`config.mk`:
```
export PLATFORM = sky130hd
export DESIGN_NAME = ccu_mem_arbiter
export DESIGN_NICKNAME = d
export VERILOG_FILES = /design/src/rtl/ccu_mem_arbiter_pkg.sv /design/src/rtl/ccu_rr_picker.sv /design/src/rtl/ccu_mem_arbiter.sv
export SDC_FILE = /design/constraint.sdc
export NUM_CORES = 1
export LEC_CHECK = 0
export CAP_MARGIN = 20
export CORE_AREA = 2 2 540 542
export DETAILED_ROUTE_END_ITERATION = 12
export DIE_AREA = 0 0 542 544
export PLACE_DENSITY = 0.3
export SLEW_MARGIN = 20
export SYNTH_ARGS = -nofsm -noshare
export SYNTH_HDL_FRONTEND = slang
export SYNTH_SLANG_ARGS = --single-unit
```
`constraint.sdc`:
```
create_clock -name clk -period 1.9 [get_ports clk]
set_input_delay 0.285 -clock clk [delete_from_list [all_inputs] [get_ports clk]]
set_output_delay 0.285 -clock clk [all_outputs]
set_load 0.01 [all_outputs]
```
`src/rtl/ccu_mem_arbiter_pkg.sv`:
```
`default_nettype none
// ============================================================================
// ccu_mem_arbiter_pkg: shared types and sizing helpers for the CCU memory arbiter.
// Revision: 1.0
// ============================================================================
package ccu_mem_arbiter_pkg;

    typedef enum logic [1:0] {
        CCU_ARB_STATE_IDLE = 2'd0,
        CCU_ARB_STATE_REQ  = 2'd1,
        CCU_ARB_STATE_WAIT = 2'd2,
        CCU_ARB_STATE_RESP = 2'd3
    } ccu_arb_state_e;

    function automatic int ccu_line_width(input int line_size);
        return line_size * 8;
    endfunction

    function automatic int ccu_offset_width(input int line_size);
        return $clog2(line_size);
    endfunction

    localparam int CCU_DEF_LINE_SIZE    = 32;
    localparam int CCU_DEF_LINE_WIDTH   = ccu_line_width(CCU_DEF_LINE_SIZE);
    localparam int CCU_DEF_OFFSET_WIDTH = ccu_offset_width(CCU_DEF_LINE_SIZE);

endpackage
`default_nettype wire

```
`src/rtl/ccu_rr_picker.sv`:
```
`default_nettype none
// ============================================================================
// ccu_rr_picker: combinational round-robin pick, first set bit at or above ptr.
// Revision: 1.0
// ============================================================================
module ccu_rr_picker
    import ccu_mem_arbiter_pkg::*;
#(
    parameter int NUM_REQ   = 2,
    parameter int IDX_WIDTH = $clog2(NUM_REQ)
) (
    input  logic [NUM_REQ-1:0]   i_req,
    input  logic [IDX_WIDTH-1:0] i_ptr,
    output logic                 o_valid,
    output logic [IDX_WIDTH-1:0] o_idx
);

    int w_cand;

    // Scan from the farthest offset down so the nearest candidate is written last.
    always_comb begin
        o_valid = 1'b0;
        o_idx   = '0;
        w_cand  = 0;
        for (int i = NUM_REQ - 1; i >= 0; i--) begin
            w_cand = int'(i_ptr) + i;
            if (w_cand >= NUM_REQ) begin
                w_cand = w_cand - NUM_REQ;
            end
            if (i_req[w_cand]) begin
                o_valid = 1'b1;
                o_idx   = IDX_WIDTH'(w_cand);
            end
        end
    end

endmodule
`default_nettype wire

```
`src/rtl/ccu_mem_arbiter.sv`:
```
`default_nettype none
// ============================================================================
// ccu_mem_arbiter: round-robin owner of the shared line-fill/writeback memory port.
// Revision: 1.0
// ============================================================================
module ccu_mem_arbiter
    import ccu_mem_arbiter_pkg::*;
#(
    parameter int OPTN_ADDR_WIDTH = 32,
    parameter int OPTN_LINE_SIZE  = 32,
    parameter int CCU_NUM_REQ     = 2
) (
    input  logic                                       clk,
    input  logic                                       n_rst,
    input  logic [CCU_NUM_REQ-1:0]                     i_req_valid,
    input  logic [CCU_NUM_REQ-1:0]                     i_req_we,
    input  logic [CCU_NUM_REQ*OPTN_ADDR_WIDTH-1:0]     i_req_addr,
    input  logic [CCU_NUM_REQ*OPTN_LINE_SIZE*8-1:0]    i_req_data,
    output logic [CCU_NUM_REQ-1:0]                     o_req_done,
    output logic [OPTN_LINE_SIZE*8-1:0]                o_req_data,
    output logic                                       o_mem_en,
    output logic                                       o_mem_we,
    output logic [OPTN_ADDR_WIDTH-1:0]                 o_mem_addr,
    output logic [OPTN_LINE_SIZE*8-1:0]                o_mem_data,
    input  logic                                       i_mem_rdy,
    input  logic                                       i_mem_done,
    input  logic [OPTN_LINE_SIZE*8-1:0]                i_mem_data
);

    localparam int c_line_width   = ccu_line_width(OPTN_LINE_SIZE);
    localparam int c_offset_width = ccu_offset_width(OPTN_LINE_SIZE);
    localparam int c_idx_width    = $clog2(CCU_NUM_REQ);

    localparam logic [OPTN_ADDR_WIDTH-1:0] c_addr_mask =
        ~OPTN_ADDR_WIDTH'((1 << c_offset_width) - 1);
    localparam logic [CCU_NUM_REQ-1:0] c_done_base = CCU_NUM_REQ'(1);
    localparam logic [c_idx_width-1:0] c_last_idx  = c_idx_width'(CCU_NUM_REQ - 1);

    ccu_arb_state_e           r_state;
    logic [c_idx_width-1:0]   r_ptr;
    logic [c_idx_width-1:0]   r_winner;

    logic                       w_pick_valid;
    logic [c_idx_width-1:0]     w_pick_idx;
    logic [OPTN_ADDR_WIDTH-1:0] w_addr_arr [CCU_NUM_REQ];
    logic [c_line_width-1:0]    w_data_arr [CCU_NUM_REQ];

    for (genvar k = 0; k < CCU_NUM_REQ; k++) begin : g_unpack
        assign w_addr_arr[k] = i_req_addr[k*OPTN_ADDR_WIDTH +: OPTN_ADDR_WIDTH];
        assign w_data_arr[k] = i_req_data[k*c_line_width +: c_line_width];
    end

    ccu_rr_picker #(
        .NUM_REQ   (CCU_NUM_REQ),
        .IDX_WIDTH (c_idx_width)
    ) u_picker (
        .i_req   (i_req_valid),
        .i_ptr   (r_ptr),
        .o_valid (w_pick_valid),
        .o_idx   (w_pick_idx)
    );

    always_ff @(posedge clk) begin
        if (!n_rst) begin
            r_state    <= CCU_ARB_STATE_IDLE;
            r_ptr      <= '0;
            r_winner   <= '0;
            o_mem_en   <= 1'b0;
            o_mem_we   <= 1'b0;
            o_mem_addr <= '0;
            o_mem_data <= '0;
            o_req_done <= '0;
            o_req_data <= '0;
        end else begin
            case (r_state)
                CCU_ARB_STATE_IDLE: begin
                    o_req_done <= '0;
                    if (w_pick_valid) begin
                        r_winner   <= w_pick_idx;
                        o_mem_we   <= i_req_we[w_pick_idx];
                        o_mem_addr <= w_addr_arr[w_pick_idx] & c_addr_mask;
                        o_mem_data <= w_data_arr[w_pick_idx];
                        o_mem_en   <= 1'b1;
                        r_state    <= CCU_ARB_STATE_REQ;
                    end
                end
                CCU_ARB_STATE_REQ: begin
                    // A done without the accept is not for us; only act once rdy is seen.
                    if (i_mem_rdy) begin
                        o_mem_en <= 1'b0;
                        if (i_mem_done) begin
                            o_req_data <= i_mem_data;
                            o_req_done <= c_done_base << r_winner;
                            r_state    <= CCU_ARB_STATE_RESP;
                        end else begin
                            r_state    <= CCU_ARB_STATE_WAIT;
                        end
                    end
                end
                CCU_ARB_STATE_WAIT: begin
                    if (i_mem_done) begin
                        o_req_data <= i_mem_data;
                        o_req_done <= c_done_base << r_winner;
                        r_state    <= CCU_ARB_STATE_RESP;
                    end
                end
                CCU_ARB_STATE_RESP: begin
                    o_req_done <= '0;
                    r_ptr      <= (r_winner == c_last_idx) ? '0 : r_winner + 1'b1;
                    r_state    <= CCU_ARB_STATE_IDLE;
                end
                default: begin
                    r_state <= CCU_ARB_STATE_IDLE;
                end
            endcase
        end
    end

endmodule
`default_nettype wire
```
# == After elaboration in Yosys (flattened, before gate mapping) ==
# Index checks and enable logic that the tools add are counted.
# totals
mem_count,0
out_inout_bits,548
word_cells,70
ramBits,0
ff_bits,547
romBits,0
latchBits,0
# classes
n_eq_ne,6
mux,35
add_sub_neg,4
n_shift,1
bitwise,1
reduce_logical,8
n_div,0
mul,0
magnitude_cmp,6
# ops
op,n
$mux 256,5
$pmux 256 s2,1
$mux 32,5
$lt 32x3->1 const B,2
$ge 32x3->1 const B,1
$sub 32x3->32 const B,1
$mux 1,16
$mux 2,5
$pmux 2 s4,1
$pmux 2 s3,1
$reduce_and 3->1,2
$eq 2x2->1 const B,2
$ne 2x2->1 const B,2
$reduce_and 2->1,2
$reduce_bool 2->1,2
$sub 1x2->3 const B,1
$add 1x1->2 const B,1
$eq 2x1->1 const B,1
$ge 1x2->1 const B,1
$ge 2x2->1 const B,1
$logic_not 2->1,1
$lt 1x2->1 const B,1
$ne 2x1->1 const B,1
$not 1->2,1
other kinds (4),4

# == Logic depth before layout (Yosys ltp) ==
# logic_depth
word_depth,12
mapped_depth,8
ltp_nobuf,5

# == Cells and area by module ==
# Synthesis repeated with hierarchy kept, for this count alone.
# unflattened
cells_unflattened,2486
hier_area_um2,22874.4
# by_module_without_submodules
mod,area_each_um2,n_inst,cells_per_inst
ccu_mem_arbiter,22856.9,1,2483
ccu_rr_picker,17.5,1,3

# == Worst setup path before layout ==
# OpenSTA, ideal clock, no wires.
# synth_path
kind,flip-flop to flip-flop
from,register r_state[1]
to,register o_req_data[100]
slack_ns,0.303
arrival_ns,1.526
setup_time_ns,0.072
path_stages_with_launch,9
path_buffers,3
path_cell_list,dfxtp_1 > inv_1 > ha_1 > mux2i_1 > nor2b_1 > buf_4 > buf_12 > buf_12 > mux2i_1
# synth_between
elab_chain_cells,3
# synth_rtl
item,line_no,source
start: declaration,ccu_mem_arbiter.sv:39,ccu_arb_state_e r_state;
start signal: assignment,ccu_mem_arbiter.sv:65,r_state <= CCU_ARB_STATE_IDLE;
start signal: assignment,ccu_mem_arbiter.sv:84,r_state <= CCU_ARB_STATE_REQ;
start signal: assignment,ccu_mem_arbiter.sv:94,r_state <= CCU_ARB_STATE_RESP;
$eq 2x1->1 or $eq 2x2->1 (tied branches),ccu_mem_arbiter.sv:75,case (r_state)
$ne 2x2->1 (no source line) or $reduce_bool 2->1 (tied branches),--,
$reduce_and 2->1 (no source line),--,
end signal: assignment,ccu_mem_arbiter.sv:92,o_req_data <= i_mem_data;
end signal: assignment,ccu_mem_arbiter.sv:102,o_req_data <= i_mem_data;
end: declaration,ccu_mem_arbiter.sv:20,"output logic [OPTN_LINE_SIZE*8-1:0] o_req_data,"
# Several ways; a longest one is shown, not always the timed one.
# A chain may end at the register's enable or synchronous reset.

# == Final worst setup path ==
# layout_path
from,register r_state[1]
to,register o_mem_data[71]
# layout_between
elab_chain_cells,2
# layout_rtl
item,line_no,source
$logic_not 2->1,ccu_mem_arbiter.sv:75,
$reduce_and 2->1 (no source line),--,
end signal: assignment,ccu_mem_arbiter.sv:82,o_mem_data <= w_data_arr[w_pick_idx];
end: declaration,ccu_mem_arbiter.sv:24,"output logic [OPTN_LINE_SIZE*8-1:0] o_mem_data,"
# Every way passes these cells.

==> results.toml <==
[global_routing]
antenna_found_initial = 72
grt_usage = 0.1340
grt_first_pass_wirelength_mm = 270.4
grt_max_degree = 77
grt_pass1_vias = 29380
overflow = 0

[clock_tree]
cts-htree-levels = 3
clkTransAtPathRegs_ps = 60
cts_tree = "done"
cts_buffers = 89
cts_buffer_depth = 4
clk_latency_ps = 810
cts_root_buf = "clkbuf_16"
cts_sinks = 547

[critical_path]
required_ps = 2530
worst_ep_arrival_time_ps = 2460
r2r_slack_ps = 80
rr_startpoint = "r_state[1]"
cp_top_family = "buffers and inverters"
path_cells = "inv_1, ha_1, o21ai_4, buf_12, buf_12, buf_4, a31oi_1, a21oi_1"
crit_path_start_kind = "flip-flop"
critPathSlowestCell = "dfxtp_1"
crit_fanout = 17
reg2reg_to = "o_mem_data[71]"
crit_type = "reg -> reg"
crit_buf_inv = 4
r2r_cells = 8
cp-end-kind = "flip-flop"
cpMostUsedCell = "buf_12"
slowest_delay_ps = 300

[floorplanning]
fp.dieH_um = 544
die_w_um = 542
dieArea_um2 = 294800
io_pins = 1388
initial_utilization = 0.08138
coreArea_um2 = 289400
rows = 198

[worst_hold_path]
hold_class = "in -> reg"
hold_path_startpoint = "i_req_data[175]"
whs_endpoint = "o_mem_data[175]"
hold_path_depth = 3

[route]
post_drt_wl_per_cell_um = 24.98
vias_per_cell = 3.410
drc = 0
ant_nets = 0
vias = 28420
first_pass_iters = 5
wirelength_mm = 208.2
first_iter_violations = 1607

[placement]
gp_congestion = 0.8379
dp_hpwl_mm = 170.3
place_area_um2 = 42500
dpl.cell_count = 7885
port_buffers = 1372

[cells_and_area]
final_area_um2 = 47690
multi_input_area_um2 = 10890
nNetsFinal = 5286
regArea_um2 = 11000
stdcell_count = 8335
mostFrequentLayoutCell = "clkdlybuf4s50_1"
final_cell_mix = "827 x clkdlybuf4s50_1, 572 x o21ai_0, 515 x nand2_1"
nFillCells = 32680
drive_above_1_share = 0.1214
syn2layout_area_growth_pct = 102.5

[power_and_ir_drop]
ir_worst_vdd_mv = 0.5960
powerDensity_nw_per_um2 = 1175
leakagePower_nw = 18.24

[timing]
fin_hold_ws_ps = 93.00
fmax_ghz = 0.5483
skew_ps = 68.63
min_period_ps = 1824
rsz0062_at_grt = "yes"
hold_viol_final = 0
slew_viol_final = 0
setup_viol = 0
period_share = 0.9599

[synthesis]
syn_area_per_cell_um2 = 8.389
synth_top_flop_cell = "dfxtp_1"
synthDistinctLibCells = 33
syn-instance-count = 2807
synth_edf_count = 0
ys_seq_area_frac = 0.4650
ys.warnings.count = 0
syn_area_um2 = 23550
ys_seq_elements = 547
synth_async_sr_flop_share = 0

[job]
cap_viol_max_count = 0

[outcome]
outcome = "complete, no violations"
[through the flow]
stage	power [mW]	setup TNS [ps]	setup slack [ps]	util
2_1_floorplan	24.94	0	302.7	-
3_3_place_gp	41.37	-87010	-396.0	0.1469
3_5_place_dp	41.20	-92990	-365.8	0.1469
4_1_cts	57.66	0	0.5672	0.1643
5_1_grt	59.69	-73.97	-30.42	0.1648
6_report	56.04	0	76.17	0.1648
[worst max-delay path by stage]
stage,startpoint,end,cells after the start
global route,r_state[0],o_mem_addr[26],8
CTS,o_mem_data[32],o_mem_data[32],1
global placement,i_req_valid[0],o_mem_data[56],8
floorplan,r_state[1],o_req_data[100],8
detailed placement,i_req_valid[0],o_mem_data[56],8
finish,r_state[1],o_mem_data[71],8
[Yosys cell counts (2+ instances only)]
| library cell | number | area, µm² |
|---|---|---|
| a21boi_0 | 2 | 15.01 |
| nand2_1 | 515 | 1933 |
| nand2b_1 | 2 | 12.51 |
| mux2i_1 | 259 | 2592 |
| o21a_1 | 2 | 15.01 |
| buf_2 | 109 | 545.5 |
| buf_1 | 2 | 7.510 |
| buf_12 | 22 | 440.4 |
| ha_1 | 5 | 62.56 |
| inv_1 | 4 | 15.01 |
| o21ai_0 | 572 | 2863 |
| a31oi_1 | 284 | 1777 |
| a21oi_1 | 284 | 1421 |
| nor2_1 | 2 | 7.510 |
| dfxtp_1 | 547 | 10950 |
| clkbuf_1 | 158 | 593.1 |
| buf_4 | 9 | 67.56 |
| buf_8 | 5 | 75.07 |
| nor2b_1 | 5 | 31.28 |
| clkbuf_2 | 6 | 30.03 |
[worst reg2reg max path, cell delays in order, from the launching register on]
cell	delay, ps
dfxtp_1	300
inv_1	120
ha_1	290
o21ai_4	90
buf_12	180
buf_12	260
buf_4	160
a31oi_1	210
a21oi_1	100
[power breakdown]
group / switching, mW / total (mW) / internal [mW]
Sequential: 2.19 / 16.9 / 14.7
Combinational: 13.0 / 22.3 / 9.30
Clock: 6.75 / 16.8 / 10.1
[cell type report]
cell class | instances | share of cell area
tap | 3800 | 0.09969
clock inverter | 21 | 0.006323
inverter | 5 | 0.0005509
clock buffer | 133 | 0.05376
sequential | 547 | 0.2307
multi-input combinational | 1948 | 0.2284
antenna | 31 | 0.001627
timing repair buffer | 1850 | 0.3789
[flip-flops by register name, summed over array words and instances (netlist names)]
register and count:
o_req_done 2, o_req_data 256, o_mem_data 256, o_mem_en 1
r_ptr 1, r_winner 1, o_mem_addr 27, o_mem_we 1
r_state 2
[metal layers]
metal | wire length (µm) | vias up | track usage
li1 | - | 13260 | -
met1 | 81040 | 13610 | 0.1486
met2 | 95820 | 1293 | 0.2211
met3 | 24330 | 232 | 0.06686
met4 | 6886 | 24 | 0.04518
met5 | 141 | - | 0
[cells by family after synthesis]
logic type	Yosys count	synth area share
AO/OA/AOI/OAI	1149	0.2606
flip-flops	547	0.4650
AND/OR/NAND/NOR	530	0.08597
buffers and inverters	316	0.07550
multiplexers	259	0.1101
adder cells (fa/ha/maj)	5	0.002657
other	1	0.0001593
[repair_timing]
item,in CTS,in global routing
cloned,0,1
gates resized for setup,835,15
endpoints found under the hold margin,283,0
hold buffers,264,0
setup buffers,0,0
setup endpoints to repair,497,18
(Power assumes the default switching activity.)
